===== config.mk =====
export PLATFORM = sky130hd
export DESIGN_NAME = branch_resolver
export DESIGN_NICKNAME = d
export VERILOG_FILES = /design/src/rtl/branch_resolver_pkg.sv /design/src/rtl/branch_resolver_cond_eval.sv /design/src/rtl/branch_resolver.sv
export SDC_FILE = /design/constraint.sdc
export NUM_CORES = 1
export LEC_CHECK = 0
export CORE_MARGIN = 2
export CORE_UTILIZATION = 38
export DETAILED_ROUTE_END_ITERATION = 16
export GPL_TIMING_DRIVEN = 0
export PLACE_DENSITY_LB_ADDON = 0.2
export SLEW_MARGIN = 5
export SYNTH_ARGS = -nofsm -noshare
export SYNTH_HDL_FRONTEND = slang
export SYNTH_SLANG_ARGS = --single-unit

===== constraint.sdc =====
create_clock -name clk -period 1.8 [get_ports clk]
set_input_delay 0.27 -clock clk [delete_from_list [all_inputs] [get_ports clk]]
set_output_delay 0.27 -clock clk [all_outputs]
set_load 0.02 [all_outputs]

===== src/rtl/branch_resolver_pkg.sv =====
// Shared definitions for the branch resolver.
//   - Condition-code encodings (CC_NE .. CC_UNCOND)
//   - Bit positions of Z/V/N inside the committed flag vector
//   - FSM state encoding for the resolver (IDLE / WAIT)
package branch_resolver_pkg;

  localparam logic [2:0] CC_NE     = 3'b000;
  localparam logic [2:0] CC_EQ     = 3'b001;
  localparam logic [2:0] CC_GT     = 3'b010;
  localparam logic [2:0] CC_LT     = 3'b011;
  localparam logic [2:0] CC_GTE    = 3'b100;
  localparam logic [2:0] CC_LTE    = 3'b101;
  localparam logic [2:0] CC_OVFL   = 3'b110;
  localparam logic [2:0] CC_UNCOND = 3'b111;

  localparam int FLAG_Z = 2;
  localparam int FLAG_V = 1;
  localparam int FLAG_N = 0;

  typedef enum logic {
    IDLE = 1'b0,
    WAIT = 1'b1
  } br_state_e;

endpackage


===== src/rtl/branch_resolver_cond_eval.sv =====
// Combinational condition-code evaluator.
// Ports:
//   ccc       in  [2:0]  condition code
//   flags     in  [2:0]  committed flags {Z, V, N}
//   cond_true out        branch condition satisfied
module branch_resolver_cond_eval
  import branch_resolver_pkg::*;
(
  input  logic [2:0] ccc,
  input  logic [2:0] flags,
  output logic       cond_true
);

  logic z, v, n;

  always_comb begin
    z = flags[FLAG_Z];
    v = flags[FLAG_V];
    n = flags[FLAG_N];
    cond_true = 1'b0;
    case (ccc)
      CC_NE:     cond_true = !z;
      CC_EQ:     cond_true = z;
      CC_GT:     cond_true = !z && !n;
      CC_LT:     cond_true = n;
      CC_GTE:    cond_true = z || (!z && !n);
      CC_LTE:    cond_true = n || z;
      CC_OVFL:   cond_true = v;
      CC_UNCOND: cond_true = 1'b1;
      default:   cond_true = 1'b0;
    endcase
  end

endmodule


===== src/rtl/branch_resolver.sv =====
// Branch resolver: consumes the committed ZVN flags, stalls a branch in ID
// while older flag-writing instructions are still in flight, evaluates the
// condition and issues a registered redirect to fetch.
// Ports:
//   clk, rst                    clock, synchronous active-high reset
//   flags[2:0]                  committed flags {Z, V, N}
//   fw_issue / fw_commit        flag-writer enters EX / flag register write
//   br_valid, br_ccc, br_reg,   branch request in ID (held while stall=1)
//   br_pc_plus2, br_imm,
//   br_rs_data
//   stall, br_ack               combinational handshake back to ID
//   redirect_valid/redirect_pc  registered redirect, one cycle after br_ack
//   taken                       registered result of last resolved branch
//   err                         sticky pending-counter over/underflow
//   stat_branches, stat_taken   saturating counters, only with BRANCH_STATS_EN
// Handshake: br_valid is the request; br_ack=1 in the cycle the branch is
// consumed; stall=1 tells ID to hold the request unchanged. br_valid may
// drop while stalled (flush), which discards the branch silently.
// Optional macro: BRANCH_STATS_EN adds the statistics counters.
module branch_resolver
  import branch_resolver_pkg::*;
#(
  parameter int MAX_INFLIGHT = 3,
  parameter int PC_W         = 16
) (
  input  logic            clk,
  input  logic            rst,
  input  logic [2:0]      flags,
  input  logic            fw_issue,
  input  logic            fw_commit,
  input  logic            br_valid,
  input  logic [2:0]      br_ccc,
  input  logic            br_reg,
  input  logic [PC_W-1:0] br_pc_plus2,
  input  logic [8:0]      br_imm,
  input  logic [PC_W-1:0] br_rs_data,
  output logic            stall,
  output logic            br_ack,
  output logic            redirect_valid,
  output logic [PC_W-1:0] redirect_pc,
  output logic            taken,
  output logic            err
`ifdef BRANCH_STATS_EN
  ,
  output logic [15:0]     stat_branches,
  output logic [15:0]     stat_taken
`endif
);

  localparam int PEND_W = $clog2(MAX_INFLIGHT + 1);

  br_state_e         state_q, state_d;
  logic [PEND_W-1:0] pending_q, pending_d;
  logic              err_q, err_d;
  logic              redirect_valid_q, redirect_valid_d;
  logic [PC_W-1:0]   redirect_pc_q, redirect_pc_d;
  logic              taken_q, taken_d;

  logic              resolve;
  logic              cond_true;
  logic [PC_W-1:0]   imm_ext;
  logic [PC_W-1:0]   target;

  branch_resolver_cond_eval u_cond_eval (
    .ccc       (br_ccc),
    .flags     (flags),
    .cond_true (cond_true)
  );

  // A writer issuing this cycle is older than the branch, so it blocks
  // resolution even though it is not yet counted in pending_q.
  assign resolve = br_valid && (br_ccc == CC_UNCOND || (pending_q == '0 && !fw_issue));

  always_comb begin
    imm_ext = {{(PC_W-9){br_imm[8]}}, br_imm};
    target  = br_reg ? br_rs_data : (br_pc_plus2 + (imm_ext << 1));
  end

  // In-flight flag-writer counter; out-of-range updates hold and flag err.
  always_comb begin
    pending_d = pending_q;
    err_d     = err_q;
    if (fw_issue && !fw_commit) begin
      if (pending_q == PEND_W'(MAX_INFLIGHT)) err_d = 1'b1;
      else                                    pending_d = pending_q + 1'b1;
    end else if (fw_commit && !fw_issue) begin
      if (pending_q == '0) err_d = 1'b1;
      else                 pending_d = pending_q - 1'b1;
    end
  end

  // FSM: next state
  always_comb begin
    state_d = state_q;
    case (state_q)
      IDLE: if (br_valid && !resolve) state_d = WAIT;
      WAIT: if (!br_valid || resolve) state_d = IDLE;
      default: state_d = IDLE;
    endcase
  end

  // FSM: outputs. Gated by rst so nothing is acked during reset.
  always_comb begin
    stall  = 1'b0;
    br_ack = 1'b0;
    case (state_q)
      IDLE: begin
        stall  = br_valid && !resolve;
        br_ack = resolve;
      end
      WAIT: begin
        stall  = br_valid && !resolve;
        br_ack = resolve;
      end
      default: ;
    endcase
    if (rst) begin
      stall  = 1'b0;
      br_ack = 1'b0;
    end
  end

  // Redirect datapath; redirect_pc only moves on a taken branch.
  always_comb begin
    redirect_valid_d = 1'b0;
    redirect_pc_d    = redirect_pc_q;
    taken_d          = taken_q;
    if (br_ack) begin
      taken_d          = cond_true;
      redirect_valid_d = cond_true;
      if (cond_true) redirect_pc_d = target;
    end
  end

  // FSM + datapath state registers
  always_ff @(posedge clk) begin
    if (rst) begin
      state_q          <= IDLE;
      pending_q        <= '0;
      err_q            <= 1'b0;
      redirect_valid_q <= 1'b0;
      redirect_pc_q    <= '0;
      taken_q          <= 1'b0;
    end else begin
      state_q          <= state_d;
      pending_q        <= pending_d;
      err_q            <= err_d;
      redirect_valid_q <= redirect_valid_d;
      redirect_pc_q    <= redirect_pc_d;
      taken_q          <= taken_d;
    end
  end

  assign redirect_valid = redirect_valid_q;
  assign redirect_pc    = redirect_pc_q;
  assign taken          = taken_q;
  assign err            = err_q;

`ifdef BRANCH_STATS_EN
  logic [15:0] stat_branches_q, stat_branches_d;
  logic [15:0] stat_taken_q, stat_taken_d;

  always_comb begin
    stat_branches_d = stat_branches_q;
    stat_taken_d    = stat_taken_q;
    if (br_ack && stat_branches_q != 16'hFFFF) stat_branches_d = stat_branches_q + 16'd1;
    if (br_ack && cond_true && stat_taken_q != 16'hFFFF) stat_taken_d = stat_taken_q + 16'd1;
  end

  always_ff @(posedge clk) begin
    if (rst) begin
      stat_branches_q <= '0;
      stat_taken_q    <= '0;
    end else begin
      stat_branches_q <= stat_branches_d;
      stat_taken_q    <= stat_taken_d;
    end
  end

  assign stat_branches = stat_branches_q;
  assign stat_taken    = stat_taken_q;
`endif

endmodule


# Yosys cells after proc, flatten, opt, wreduce, memory -nomap -nowiden
# Index checks and enable logic that the tools add are counted.
# W data, S select, Z words.
# classes
reduce_logical,22
n_addsub,3
eq_ne,11
bitwise_logic,1
muxes,12
# op_table
operator,n
$add A16 B16 Y16,1
$mux W16,1
$eq A3 B3 Y1 const B,4
$mux W2,4
$pmux W1 S8,1
$eq A3 B2 Y1 const B,2
$logic_and A1 B1 Y1,6
$mux W1,6
$reduce_and A3 Y1,2
$logic_not A1 Y1,5
$ne A2 B2 Y1 const B,2
$reduce_bool A2 Y1,2
$eq A3 B1 Y1 const B,1
$logic_not A3 Y1,1
$logic_or A1 B1 Y1,3
$add A2 B1 Y2 const B,1
$eq A2 B2 Y1 const B,1
$logic_not A2 Y1,1
$ne A2 B1 Y1 const B,1
$reduce_and A2 Y1,1
$reduce_or A2 Y1,1
$sub A2 B1 Y2 const B,1
$not A1 Y1,1
# totals
ff_bits,21

# Logic depth before layout (Yosys ltp)
# logic_depth
ltp_word,7
mapped_depth,9
ltp_nobuf,9

# Hierarchy
# From an unflattened synthesis, not the netlist that was laid out.
# hier_totals
hier_cells,237
hier_area_um2,1794.2
# by_module_without_submodules
mod,instances,cells_each,area_per_inst_um2,seq_area_each_um2
branch_resolver,1,226,1717.9,420.4
branch_resolver_cond_eval,1,11,76.3,0.0

# Worst setup path before layout
# No wires, ideal clock.
# synth_path
kind,input to register
from,input port br_pc_plus2[4]
to,"register redirect_pc_q[14], in the netlist redirect_pc[14]"
t_arrival_ns,1.900
path_slack_ns,-0.160
setup_ns,0.060
required_ns,1.740
path_stages,7
path_cell_list,ha_1 a21o_1 a21oi_2 a211oi_4 o311a_1 nor4_2 o221a_1
# synth_between
elab_chain_cells,2
# synth_rtl
item,line,source
from (decl),branch_resolver.sv:34,"input logic [PC_W-1:0] br_pc_plus2,"
$add A16 B16 Y16,branch_resolver.sv:76,target = br_reg ? br_rs_data : (br_pc_plus2 + (imm_ext << 1));
$mux W16,branch_resolver.sv:76,
to (signal assigned),branch_resolver.sv:149,redirect_pc_q <= redirect_pc_d;
to (decl),branch_resolver.sv:56,"logic [PC_W-1:0] redirect_pc_q, redirect_pc_d;"
# No other way between the ends.
# A chain may end at the register's enable or synchronous reset.

# Worst setup path after layout
# layout_path
from,input port br_pc_plus2[11]
to,"register redirect_pc_q[14], in the netlist redirect_pc[14]"
# Same word-level chain as after synthesis.

==> metrics.md <==
| Metric | Value |
|---|---|
| Share of cells above drive strength 1 | 26.5% |
| Fin crit period | 1810 ps |
| Xor-xnor portion of the synthesized cell area | 3.58% |
| Vias in the first global route | 1,881 |
| Initial antenna violation count | 0 |
| Critical Path Sink | redirect_pc[14] |
| Slew Viols, Final | 0 |
| Compound-Gate Fraction of Synth Area | 33.0% |
| # IOs | 74 |
| Number of synthesized flops with an enable pin | 0 |
| GP Congestion | 0.810 |
| Critical path depth | 8 |
| CTS tree | built |
| Worst path slowest cell | o311a_1 |
| Area growth syn-to-layout | 75.2% |
| Half-perimeter wire length after placement | 3730 um |
| Worst skew pair latency | 260 ps |
| # rows | 24 |
| Min setup slack post-route | -12.5 ps |
| Cell family with most CP delay | compound AO/OA/AOI/OAI gates |
| Violated checks | setup timing |
| Multiplexer area fraction after synthesis | 2.34% |
| Tot Pwr | 1.54 mW |
| All-Layer GR Usage | 20.2% |
| CTS max path bufs | 2 |
| PortBufs | 73 |
| Most common cell after layout, fill and taps aside | clkdlybuf4s50_1 |
| Cell count after synthesis | 220 |
| Crit. Startpoint | br_pc_plus2[11] |
| Final instance area | 0.00300 mm^2 |
| Yosys warnings | 0 |
| Final Cycle Share | 101% |
| Nets | 383 |
| 1st-pass router iterations | 4 |
| Post-Synth Adder-Cell Area | 12.1% |
| Post-CTS Hold Fix Bufs | 0 |
| Pre-CTS setup slack | -871 ps |
| Worst EP arrival | 2010 ps |
| Max-cap violations | 0 |
| Lkg Pwr | 1.22 nW |
| Asr flop ratio synth | 0% |
| Slowest stage delay, CP | 370 ps |
| Residual DRC | 0 |
| Post-synth top flop | dfxtp_1 |
| Synthesized area | 0.00171 mm^2 |
| Fin cells | 365 |
| Initial drt markers | 60 |
| Max_slew headroom | 62.8% |
| Final wirelength | 5390 um |
| Worst vdd ir | 0.000286 V |
| Clk pin slew, worst setup/hold paths | 70 ps |
| Register Area | 420 um^2 |
| Crit path capture type | flip-flop |
| H-Tree Depth | 1 |
| Syn Area/Cell | 7.79 um^2 |
| Simple-gate share of the synthesized area | 19.5% |
| RSZ-0062 raised after global routing | true |
| Crit Path Class | in2reg |
| FF+latch count, synth | 21 |
| Final hold slack | 405 ps |
| Multi-input gate area | 0.00154 mm^2 |
| Die area | 0.00506 mm^2 |
| Clock root buffer | clkbuf_8 |
| Largest net degree at the start of global routing | 13 |
| Routed wire per std cell | 14.8 um |
| Hold WC Path Type | in2reg |
| First-pass GRT wire length | 8360 um |
| Placed Cells | 345 |
| Worst-Margin Slew | 559 ps |
| Largest family of logic cells by synthesized area | compound AO/OA/AOI/OAI gates |
| CTS Buf Count | 3 |
| FF-to-FF path depth | 7 |
| Status | finished with violations |
| Worst r2r dst | redirect_pc[10] |
| Routed vias | 2,018 |
| Total core area | 0.00435 mm^2 |
| Clock Skew | 0.983 ps |
| Maximum fanout along the worst path | 3 |
| Setup TNS | -12.5 ps |
| Final hold violations | 0 |
| P per Cell Area | 512 mW/mm^2 |
| WP data required | 2000 ps |
| Sink Count | 21 |
| Final setup fails | 1 |
| Worst R2R Setup Slack | 170 ps |
| WP buf/inv | 1 |
| Cell Area, Placed | 0.00259 mm^2 |
| Most frequent cells in the layout | 46 x clkdlybuf4s50_1, 21 x dfxtp_1, 19 x nor2_1, 19 x nand2_1, 16 x buf_4 |
| Worst r2r src | pending_q[0] |
| Vias/cell | 5.53 |
| Ant diodes | 0 |
| Initial Util | 39.3% |
| Total grt overflow | 0 |
| Die Ht | 71.1 um |
| Post-Syn Nets | 289 |
| Critical path, cell by cell | dlygate4sd2_1 > ha_4 > a21o_1 > a21oi_4 > nor2_1 > o311a_1 > nor4_2 > o221a_1 |
| Die W | 71.1 um |
| Max frequency | 552 MHz |
| Netlist cell types | 51 |
| Final core occ | 68.9% |
| Fillcell total | 355 |
| Critical Path Source Type | input port |
| Post-synthesis sequential area ratio | 24.5% |
| Post-DRT Antenna Nets | 0 |
## registers in the layout, summed over array words and instances, names as in the netlist
name            cells
redirect_pc        16
err                 1
pending_q           2
redirect_valid      1
taken               1
## cells in the mapped netlist (5+ instances only)
cell type | n | share of area [%]
a21oi_1 | 21 | 6.1
a31oi_1 | 6 | 2.2
dfxtp_1 | 21 | 25
ha_1 | 15 | 11
inv_1 | 12 | 2.6
nand2_1 | 21 | 4.6
nand3_1 | 6 | 1.8
nor2_1 | 20 | 4.4
o21ai_0 | 12 | 3.5
o21ai_1 | 7 | 2.0
xnor2_1 | 5 | 2.6
## report_power, final
part	leakage [nW]	internal (mW)	switching, mW
Clock	0.0255	0.154	0.150
Combinational	1.03	0.385	0.345
Sequential	0.171	0.488	0.0143
Total	1.22	1.03	0.510
## layout make-up
type / count / share of cell area, %
Buffer: 7 / 1.79
Clock buffer: 3 / 1.38
Clock inverter: 1 / 0.167
Inverter: 12 / 1.58
Multi-Input combinational cell: 179 / 51.2
Sequential cell: 21 / 14.0
Tap cell: 52 / 2.17
Timing Repair Buffer: 90 / 27.7
## layer usage
metal	routed length, um	track usage, %	up-vias	part of all wire, %
met2	2680	35.6	69	50
met1	2350	25.2	944	44
met3	329	4.42	4	6.1
met5	0	0	-	0
met4	28	4.19	0	0.52
li1	-	-	1001	-
## how the worst min path moves through the flow
stage	start	depth (start not counted)	end	slack [ps]
2_1_floorplan	rst	1	redirect_pc[10]	340
5_1_grt	rst	2	redirect_pc[10]	410
6_report	rst	2	redirect_pc[10]	400
4_1_cts	rst	2	redirect_pc[10]	400
3_3_place_gp	err	2	err	450
3_5_place_dp	err	2	err	470
## repair_timing
action,4_1_cts,5_1_grt
pin swaps,28,25
setup endpoints to repair,19,18
buffers inserted,12,4
endpoints found under the hold margin,0,0
resized for setup,89,34
cloned,1,0
## kinds of logic after synthesis
family          count (synthesis)
xor+xnor                        7
mux                             4
buf+inv                        20
flops                          21
simple gates                   68
compound gates                 84
fa+ha+maj                      16
(Power assumes the default switching activity.)
